[config.mk]
export PLATFORM = sky130hd
export DESIGN_NAME = fetch_stage
export DESIGN_NICKNAME = d
export VERILOG_FILES = /design/src/rtl/fetch_pkg.sv /design/src/rtl/fetch_skid_reg.sv /design/src/rtl/fetch_stage.sv
export SDC_FILE = /design/constraint.sdc
export NUM_CORES = 1
export LEC_CHECK = 0
export ABC_AREA = 1
export CORE_MARGIN = 2
export CORE_UTILIZATION = 40
export CTS_CLUSTER_SIZE = 25
export DETAILED_ROUTE_END_ITERATION = 16
export RECOVER_POWER = 25
export SKIP_LAST_GASP = 1
export SYNTH_ARGS = -nofsm -noshare
export SYNTH_HDL_FRONTEND = slang
export SYNTH_SLANG_ARGS = --single-unit
[constraint.sdc]
create_clock -name clock -period 1.7 [get_ports clock]
set_input_delay 0.34 -clock clock [delete_from_list [all_inputs] [get_ports clock]]
set_output_delay 0.34 -clock clock [all_outputs]
set_load 0.01 [all_outputs]
[src/rtl/fetch_pkg.sv]
// Shared fetch-stage types and constants, reused by decode and hazard logic.
package fetch_pkg;

    localparam int unsigned INSN_W     = 32;
    localparam int unsigned ADDR_W_DEF = 32;

    localparam logic [INSN_W-1:0]     FETCH_NOP_INSN = 32'h0000_0000;
    localparam logic [ADDR_W_DEF-1:0] FETCH_RESET_PC = 32'h0100_0000;

    typedef enum logic [1:0] {
        S_BOOT,
        S_RUN,
        S_STALL,
        S_REFILL
    } fetch_state_t;

    typedef struct packed {
        logic [INSN_W-1:0]     insn;
        logic [ADDR_W_DEF-1:0] pc;
        logic                  valid;
    } if_id_t;

endpackage

[src/rtl/fetch_skid_reg.sv]
// One-entry skid register: captures a returning fetch, holds it, releases on clear.
module fetch_skid_reg
    import fetch_pkg::*;
#(
    parameter int unsigned ADDR_W = 32
) (
    input  logic              clock,
    input  logic              reset,
    input  logic              clear,
    input  logic              capture,
    input  logic [INSN_W-1:0] insn_in,
    input  logic [ADDR_W-1:0] pc_in,
    output logic              valid,
    output logic [INSN_W-1:0] insn,
    output logic [ADDR_W-1:0] pc
);

    // Clear wins over capture: a redirect must discard whatever is parked here.
    always_ff @(posedge clock) begin
        if (reset) begin
            valid <= 1'b0;
            insn  <= FETCH_NOP_INSN;
            pc    <= '0;
        end else if (clear) begin
            valid <= 1'b0;
        end else if (capture) begin
            valid <= 1'b1;
            insn  <= insn_in;
            pc    <= pc_in;
        end
    end

endmodule

[src/rtl/fetch_stage.sv]
// MIPS instruction fetch stage: fetch PC, 1-cycle imem interface, IF/ID register, stall skid.
// Build option: define FETCH_DELAY_SLOT_EN to keep the branch delay slot on redirect.
module fetch_stage
    import fetch_pkg::*;
#(
    parameter int unsigned       ADDR_W   = 32,
    parameter logic [ADDR_W-1:0] RESET_PC = ADDR_W'(FETCH_RESET_PC),
    parameter logic [INSN_W-1:0] NOP_INSN = FETCH_NOP_INSN
) (
    input  logic              clock,
    input  logic              reset,
    input  logic              i_stall,
    input  logic              i_redirect,
    input  logic [ADDR_W-1:0] i_redirect_pc,
    output logic              o_imem_en,
    output logic [ADDR_W-1:0] o_imem_addr,
    input  logic [INSN_W-1:0] i_imem_rdata,
    output logic [INSN_W-1:0] o_insn_d,
    output logic [ADDR_W-1:0] o_pc_d,
    output logic              o_valid_d
);

    localparam logic [ADDR_W-1:0] ALIGN_MASK = ~ADDR_W'(3);
    localparam logic [ADDR_W-1:0] PC_STEP    = ADDR_W'(4);

    fetch_state_t      state, state_n;
    logic [ADDR_W-1:0] pc_f, pc_n;
    logic              inflight, inflight_n;
    logic [ADDR_W-1:0] inflight_pc, inflight_pc_n;
    logic              kill, kill_n;

    logic              skid_valid;
    logic [INSN_W-1:0] skid_insn;
    logic [ADDR_W-1:0] skid_pc;
    logic              skid_capture, skid_clear;

    logic              ifid_load;
    logic [INSN_W-1:0] ifid_insn_n;
    logic [ADDR_W-1:0] ifid_pc_n;
    logic              ifid_valid_n;

    logic              take_redirect;
    logic              resp_valid;

    // Redirect is only honoured once fetch is running and hazard detection is not stalling.
    assign take_redirect = ~reset & i_redirect & ~i_stall & (state != S_BOOT);
    assign resp_valid    = inflight & ~kill;

    assign o_imem_addr = pc_f & ALIGN_MASK;
    assign o_imem_en   = ~reset & ~i_stall & ~take_redirect & (state != S_BOOT);

    fetch_skid_reg #(
        .ADDR_W (ADDR_W)
    ) u_skid (
        .clock   (clock),
        .reset   (reset),
        .clear   (skid_clear),
        .capture (skid_capture),
        .insn_in (i_imem_rdata),
        .pc_in   (inflight_pc),
        .valid   (skid_valid),
        .insn    (skid_insn),
        .pc      (skid_pc)
    );

    always_ff @(posedge clock) begin
        if (reset) begin
            state       <= S_BOOT;
            pc_f        <= RESET_PC & ALIGN_MASK;
            inflight    <= 1'b0;
            inflight_pc <= '0;
            kill        <= 1'b0;
            o_insn_d    <= NOP_INSN;
            o_pc_d      <= '0;
            o_valid_d   <= 1'b0;
        end else begin
            state       <= state_n;
            pc_f        <= pc_n;
            inflight    <= inflight_n;
            inflight_pc <= inflight_pc_n;
            kill        <= kill_n;
            if (ifid_load) begin
                o_insn_d  <= ifid_insn_n;
                o_pc_d    <= ifid_pc_n;
                o_valid_d <= ifid_valid_n;
            end
        end
    end

    // Next-state, PC advance and IF/ID load selection.
    always_comb begin
        state_n       = state;
        pc_n          = pc_f;
        inflight_n    = o_imem_en;
        inflight_pc_n = inflight_pc;
        kill_n        = 1'b0;
        skid_capture  = 1'b0;
        skid_clear    = 1'b0;
        ifid_load     = 1'b0;
        ifid_insn_n   = NOP_INSN;
        ifid_pc_n     = '0;
        ifid_valid_n  = 1'b0;

        if (o_imem_en) begin
            inflight_pc_n = pc_f;
            pc_n          = pc_f + PC_STEP;
        end

        if (take_redirect) begin
            pc_n       = i_redirect_pc & ALIGN_MASK;
            skid_clear = 1'b1;
            ifid_load  = 1'b1;
            state_n    = S_REFILL;
`ifdef FETCH_DELAY_SLOT_EN
            // The delay slot is either parked in the skid or returning right now.
            if (skid_valid) begin
                ifid_insn_n  = skid_insn;
                ifid_pc_n    = skid_pc;
                ifid_valid_n = 1'b1;
            end else if (resp_valid) begin
                ifid_insn_n  = i_imem_rdata;
                ifid_pc_n    = inflight_pc;
                ifid_valid_n = 1'b1;
            end
`else
            kill_n = 1'b1;
`endif
        end else begin
            case (state)
                S_BOOT: begin
                    ifid_load = 1'b1;
                    state_n   = S_RUN;
                end
                S_RUN, S_REFILL: begin
                    if (i_stall) begin
                        skid_capture = resp_valid;
                        state_n      = S_STALL;
                    end else begin
                        ifid_load = 1'b1;
                        state_n   = S_RUN;
                        if (resp_valid) begin
                            ifid_insn_n  = i_imem_rdata;
                            ifid_pc_n    = inflight_pc;
                            ifid_valid_n = 1'b1;
                        end
                    end
                end
                S_STALL: begin
                    if (!i_stall) begin
                        ifid_load    = 1'b1;
                        skid_clear   = 1'b1;
                        state_n      = S_RUN;
                        ifid_valid_n = skid_valid;
                        if (skid_valid) begin
                            ifid_insn_n = skid_insn;
                            ifid_pc_n   = skid_pc;
                        end
                    end
                end
                default: begin
                    state_n = S_BOOT;
                end
            endcase
        end
    end

endmodule

==> flow_summary.json, run 1 <==
{
  "status": "completed",
  "synth-edff-count": 0,
  "cp_data_required_time_ns": 1.36,
  "start_util_pct": 40.7,
  "fin_worst_skew_ns": 0.0146,
  "final_max_slew_viol_count": 0,
  "layout_setup_ws_ns": 0.0352,
  "core.rowCount": 52,
  "p_per_area_nw_per_um2": 813,
  "place_congestion": 0.949,
  "setup_viol": 0,
  "numCtsBuffers": 17,
  "min_path_type": "flop to flop",
  "cpPeakStageDelay_ns": 0.58,
  "cp.arrival_ns": 1.32,
  "antenna_found_initial": 0,
  "grt_pass1_wl_um": 39100,
  "fin_area_um2": 11100,
  "p_leak_nw": 4.32,
  "cts.sinks": 190,
  "cts_setup_buffers": 0,
  "yosys.area.top_type": "dfxtp_1",
  "worstPathMaxFanout": 2,
  "fp.dieW_um": 148,
  "crit_slowest_cell": "clkdlybuf4s50_1",
  "cts_buffer_depth": 2,
  "firstDrtPassIters": 8,
  "n_antenna_cell": 0,
  "hold_viol_final": 0,
  "grt_overflow": 0,
  "grt_start_max_net_pins": 94,
  "rsz0062_at_grt": "true",
  "core_um2": 20200,
  "wire_per_inst_um": 15.0,
  "synth_top_area_share_pct": 46.2,
  "peakVddDrop_mv": 0.552,
  "drc": 0,
  "die_h_um": 148,
  "drt-total-wl_um": 24200,
  "dp_hpwl_um": 16900,
  "crit_chain": "clkdlybuf4s50_1",
  "cp-start-kind": "flop",
  "ys_seq_elements": 190,
  "synth-seq-area-share_pct": 46.2,
  "place_ws_ns": -0.338,
  "viasPerCell": 4.99,
  "drt-initial-drc-count": 487,
  "critPathBufInv": 1,
  "power.total_mw": 9.02,
  "synth_cell_types": 30,
  "cts.clk_slew.worst_paths_ns": 0.06,
  "cts_tree": "built",
  "grt_util_all_layers_pct": 22.3,
  "place_area_um2": 10500,
  "synthTopCellsByCount": "223 x nand2_1, 190 x dfxtp_1, 167 x o21ai_0",
  "syn_area_per_cell_um2": 7.20,
  "grt_pass1_vias": 7601,
  "clk_latency_ns": 0.43,
  "vias": 8021,
  "numPortBuffers": 159,
  "clock-root-buffer": "clkbuf_16",
  "maxCapViolations": 0,
  "crit_family": "buffers and inverters",
  "drive_gt1_share_pct": 11.4,
  "critPathKind": "flop to output port",
  "ant_nets": 0,
  "finalCriticalPeriod_ns": 1.66,
  "synth-async-reset-ratio_pct": 0,
  "max_clock_freq_mhz": 601,
  "end_kind": "output port",
  "yosysMostFrequentCell": "nand2_1",
  "min_period_over_period_pct": 97.9,
  "instances_no_fill": 1606,
  "yosys-top-cells-area": "dfxtp_1 46%, nand2_1 10%, o21ai_0 10%",
  "dp_cells": 1575,
  "nets": 1393,
  "syn_to_final_growth_pct": 34.6,
  "die-area_um2": 21800,
  "cts-htree-levels": 4,
  "synthFlopType": "dfxtp_1",
  "fin_tns_setup_ns": 0,
  "yosys_warnings": 0,
  "synth_area_um2": 8240,
  "final_util_pct": 54.8,
  "hold_slack_ns": 0.464,
  "pin_count": 166,
  "synth_cells": 1144
}
## flip-flops by register name, indices dropped and copies added (netlist names)
| register | count |
|---|---|
| u_skid.pc | 30 |
| o_pc_d | 30 |
| u_skid.insn | 32 |
| state | 2 |
| u_skid.valid | 1 |
| inflight_pc | 30 |
| pc_f | 30 |
| o_insn_d | 32 |
| kill | 1 |
| inflight | 1 |
| o_valid_d | 1 |
## layout make-up
class / count / area (µm²)
Clock buffer: 19 / 443
Timing Repair Buffer: 236 / 2240
Tap cell: 270 / 338
Sequential cell: 190 / 3830
Inverter: 111 / 417
Multi-Input combinational cell: 768 / 3710
Fill cell: 1979 / 9150
Clock inverter: 12 / 111
## layout by cell type (no fill, tap or decap), drive strengths merged
cell type and n:
a21oi 89, nor3b 1, a32o 1, xor2 5, a22oi 67, dlygate4sd3 1, clkbuf 25, nand2 224
inv 113, nand3 62, clkinv 7, dlygate4sd2 30, clkinvlp 2, o221ai 1, nand3b 1, nor2 133
nor4 2, o21ai 174, clkdlybuf4s25 10, nand4 1, clkdlybuf4s50 112, dfxtp 190, conb 4, a31oi 2
ha 1, buf 77, bufinv 1
## layer usage
layer	global-route usage (%)	vias up	share of wire, %
met2	34.9	221	45
met3	4.14	19	4.9
met4	5.38	0	1.4
met1	31.8	3656	49
li1	-	4125	-
met5	0	-	0
## worst paths after layout
check                   from             to  slack [ns]  depth (start not counted)
max               o_pc_d[28]     o_pc_d[28]        0.04                          1
min reg2reg  inflight_pc[26]  u_skid.pc[26]        0.46                          2
max reg2reg          pc_f[2]       pc_f[30]        0.10                         10
min          inflight_pc[26]  u_skid.pc[26]        0.46                          2
## power by group
group | switching [mW] | internal, mW | total, mW
logic | 0.379 | 0.295 | 0.673
registers | 0.0353 | 4.50 | 4.53
clock network | 1.74 | 2.06 | 3.81
total | 2.16 | 6.86 | 9.02
## repair_timing
action | CTS | global route
pin swaps | 0 | 1
hold buffers | 0 | 0
endpoints found under the setup margin | 32 | 45
cloned | 0 | 0
resized for setup | 51 | 31
## logic make-up after synthesis
logic type / count (synthesis) / synth area share (%)
flip-flops: 190 / 46.2
other: 1 / 0.0455
AO/OA/AOI/OAI: 334 / 22.5
XOR/XNOR: 5 / 0.532
buffers and inverters: 189 / 9.54
adder cells (fa/ha/maj): 1 / 0.152
AND/OR/NAND/NOR: 424 / 21.1
(Power assumes the default switching activity.)
==> run 2, diff against run 1 <==
Settings changed: CORE_MARGIN 2 to 8, PLACE_DENSITY set to 0.67, SLEW_MARGIN set to 20.
Clock period 1.7 ns to 1.4 ns, I/O delays scaled along.
==> flow_summary.json, run 2 (synthesis gave the netlist of run 1 again) <==
{
  "status": "finished, violations left",
  "failed_checks": "setup timing",
  "drt-initial-drc-count": 985,
  "pin_count": 166,
  "cp-start-kind": "flop",
  "min_path_type": "input pin to flop",
  "rsz0062_at_grt": "true",
  "grt_pass1_vias": 9189,
  "antenna_found_initial": 0,
  "syn_to_final_growth_pct": 75.7,
  "final_max_slew_viol_count": 0,
  "start_util_pct": 40.7,
  "core_um2": 20200,
  "layout_setup_ws_ns": -0.303,
  "maxCapViolations": 0,
  "grt_overflow": 0,
  "drc": 0,
  "cp_data_required_time_ns": 1.72,
  "cts_tree": "built",
  "dp_cells": 1599,
  "drive_gt1_share_pct": 39.3,
  "slew-limit-headroom_pct": 46.9,
  "final_cell_mix": "162 x nand2_1, 159 x dfxtp_1, 104 x nor2_1, 100 x inv_1, 80 x buf_4",
  "p_per_area_nw_per_um2": 794,
  "cts_buffer_depth": 2,
  "clk_latency_ns": 0.44,
  "grt_pass1_wl_um": 49400,
  "dp_hpwl_um": 18200,
  "place_ws_ns": -0.611,
  "cts.sinks": 190,
  "ant_nets": 0,
  "n_antenna_cell": 0,
  "cts-htree-levels": 4,
  "fin_worst_skew_ns": 0.0151,
  "die_h_um": 160,
  "setup_viol": 191,
  "hold_viol_final": 0,
  "peakVddDrop_mv": 0.766,
  "viasPerCell": 5.57,
  "reg.largest.list": "o_insn_d x32, u_skid.insn x32",
  "power.total_mw": 11.5,
  "critPathKind": "flop to flop",
  "grt_start_max_net_pins": 62,
  "fp.dieW_um": 160,
  "cp.arrival_ns": 2.02,
  "cts.clk_slew.worst_paths_ns": 0.08,
  "core.rowCount": 52,
  "vias": 9649,
  "final_util_pct": 71.5,
  "drt-total-wl_um": 35800,
  "die-area_um2": 25400,
  "numPortBuffers": 159,
  "grt_util_all_layers_pct": 23.7,
  "postCtsHoldBufs": 0,
  "nets": 1519,
  "min_period_over_period_pct": 122,
  "wire_per_inst_um": 20.7,
  "end_kind": "flop",
  "fin_tns_setup_ns": -34.95,
  "instances_no_fill": 1732,
  "finalCriticalPeriod_ns": 1.70,
  "place_congestion": 0.943,
  "firstDrtPassIters": 5,
  "numCtsBuffers": 17,
  "tightest_slew_ns": 0.797,
  "worstPathMaxFanout": 7,
  "p_leak_nw": 6.03,
  "clock-root-buffer": "clkbuf_16",
  "layout_commonest_cell": "nand2_1",
  "max_clock_freq_mhz": 587
}
run 2: cell types whose count changed in the layout (fill, tap and decap cells not counted), sizes merged:
cell           previous run  this run
clkinvlp                  2         1
clkdlybuf4s15             0         7
inv                     113       116
dlygate4sd3               1         0
clkbuf                   25        36
buf                      77       211
dlygate4sd2              30        63
clkdlybuf4s50           112        63
bufinv                    1         0
clkdlybuf4s25            10         0
run 2: worst max-delay path, stage by stage, from the launching register on:
cell,delay (ns)
dfxtp_2,0.37
buf_6,0.11
inv_4,0.03
buf_6,0.10
nor4_4,0.21
buf_6,0.16
buf_6,0.10
buf_6,0.13
buf_12,0.14
clkbuf_16,0.16
a21oi_1,0.06
run 2: path summary, 6_finish.rpt:
check	from	cells after the start	slack, ns	endpoint
setup / recovery	state[0]	10	-0.30	u_skid.pc[2]
hold / removal	i_imem_rdata[14]	3	0.41	u_skid.insn[14]
setup reg to reg	state[0]	10	-0.30	u_skid.pc[2]
hold reg to reg	inflight_pc[19]	2	0.47	inflight_pc[19]
run 2: cell type report:
| type | count | area, µm² |
|---|---|---|
| repair inverters | 2 | 20.0 |
| fillers | 1426 | 5760 |
| multi-input cells | 768 | 4940 |
| flip-flops and latches | 190 | 3860 |
| inverters | 111 | 459 |
| well taps | 270 | 338 |
| repair buffers | 360 | 4320 |
| clock buffers | 20 | 457 |
| clock inverters | 11 | 80.1 |
run 2: power by group:
part	total (mW)	internal [mW]	switching, mW
Combinational	1.38	0.663	0.720
Sequential	5.51	5.45	0.0573
Clock	4.59	2.38	2.21
Total	11.5	8.50	2.99
run 2: routing by layer:
metal | global-route usage (%) | wire [µm]
met1 | 29.7 | 14200
met2 | 39.4 | 17600
met3 | 4.83 | 2710
met4 | 8.96 | 1360
met5 | 0 | 0
run 2: metrics by stage:
stage | cell area [µm²] | hold WS (ns)
2_1_floorplan | 8270 | 0.352
3_3_place_gp | 10800 | 0.450
3_5_place_dp | 10800 | 0.455
4_1_cts | 13100 | 0.398
5_1_grt | 14500 | 0.411
6_report | 14500 | 0.411
run 2: timing repair:
item | in CTS | in global routing
pin swaps | 87 | 116
setup endpoints to repair | 277 | 201
setup buffers | 52 | 11
resized for setup | 466 | 305
cloned | 29 | 17
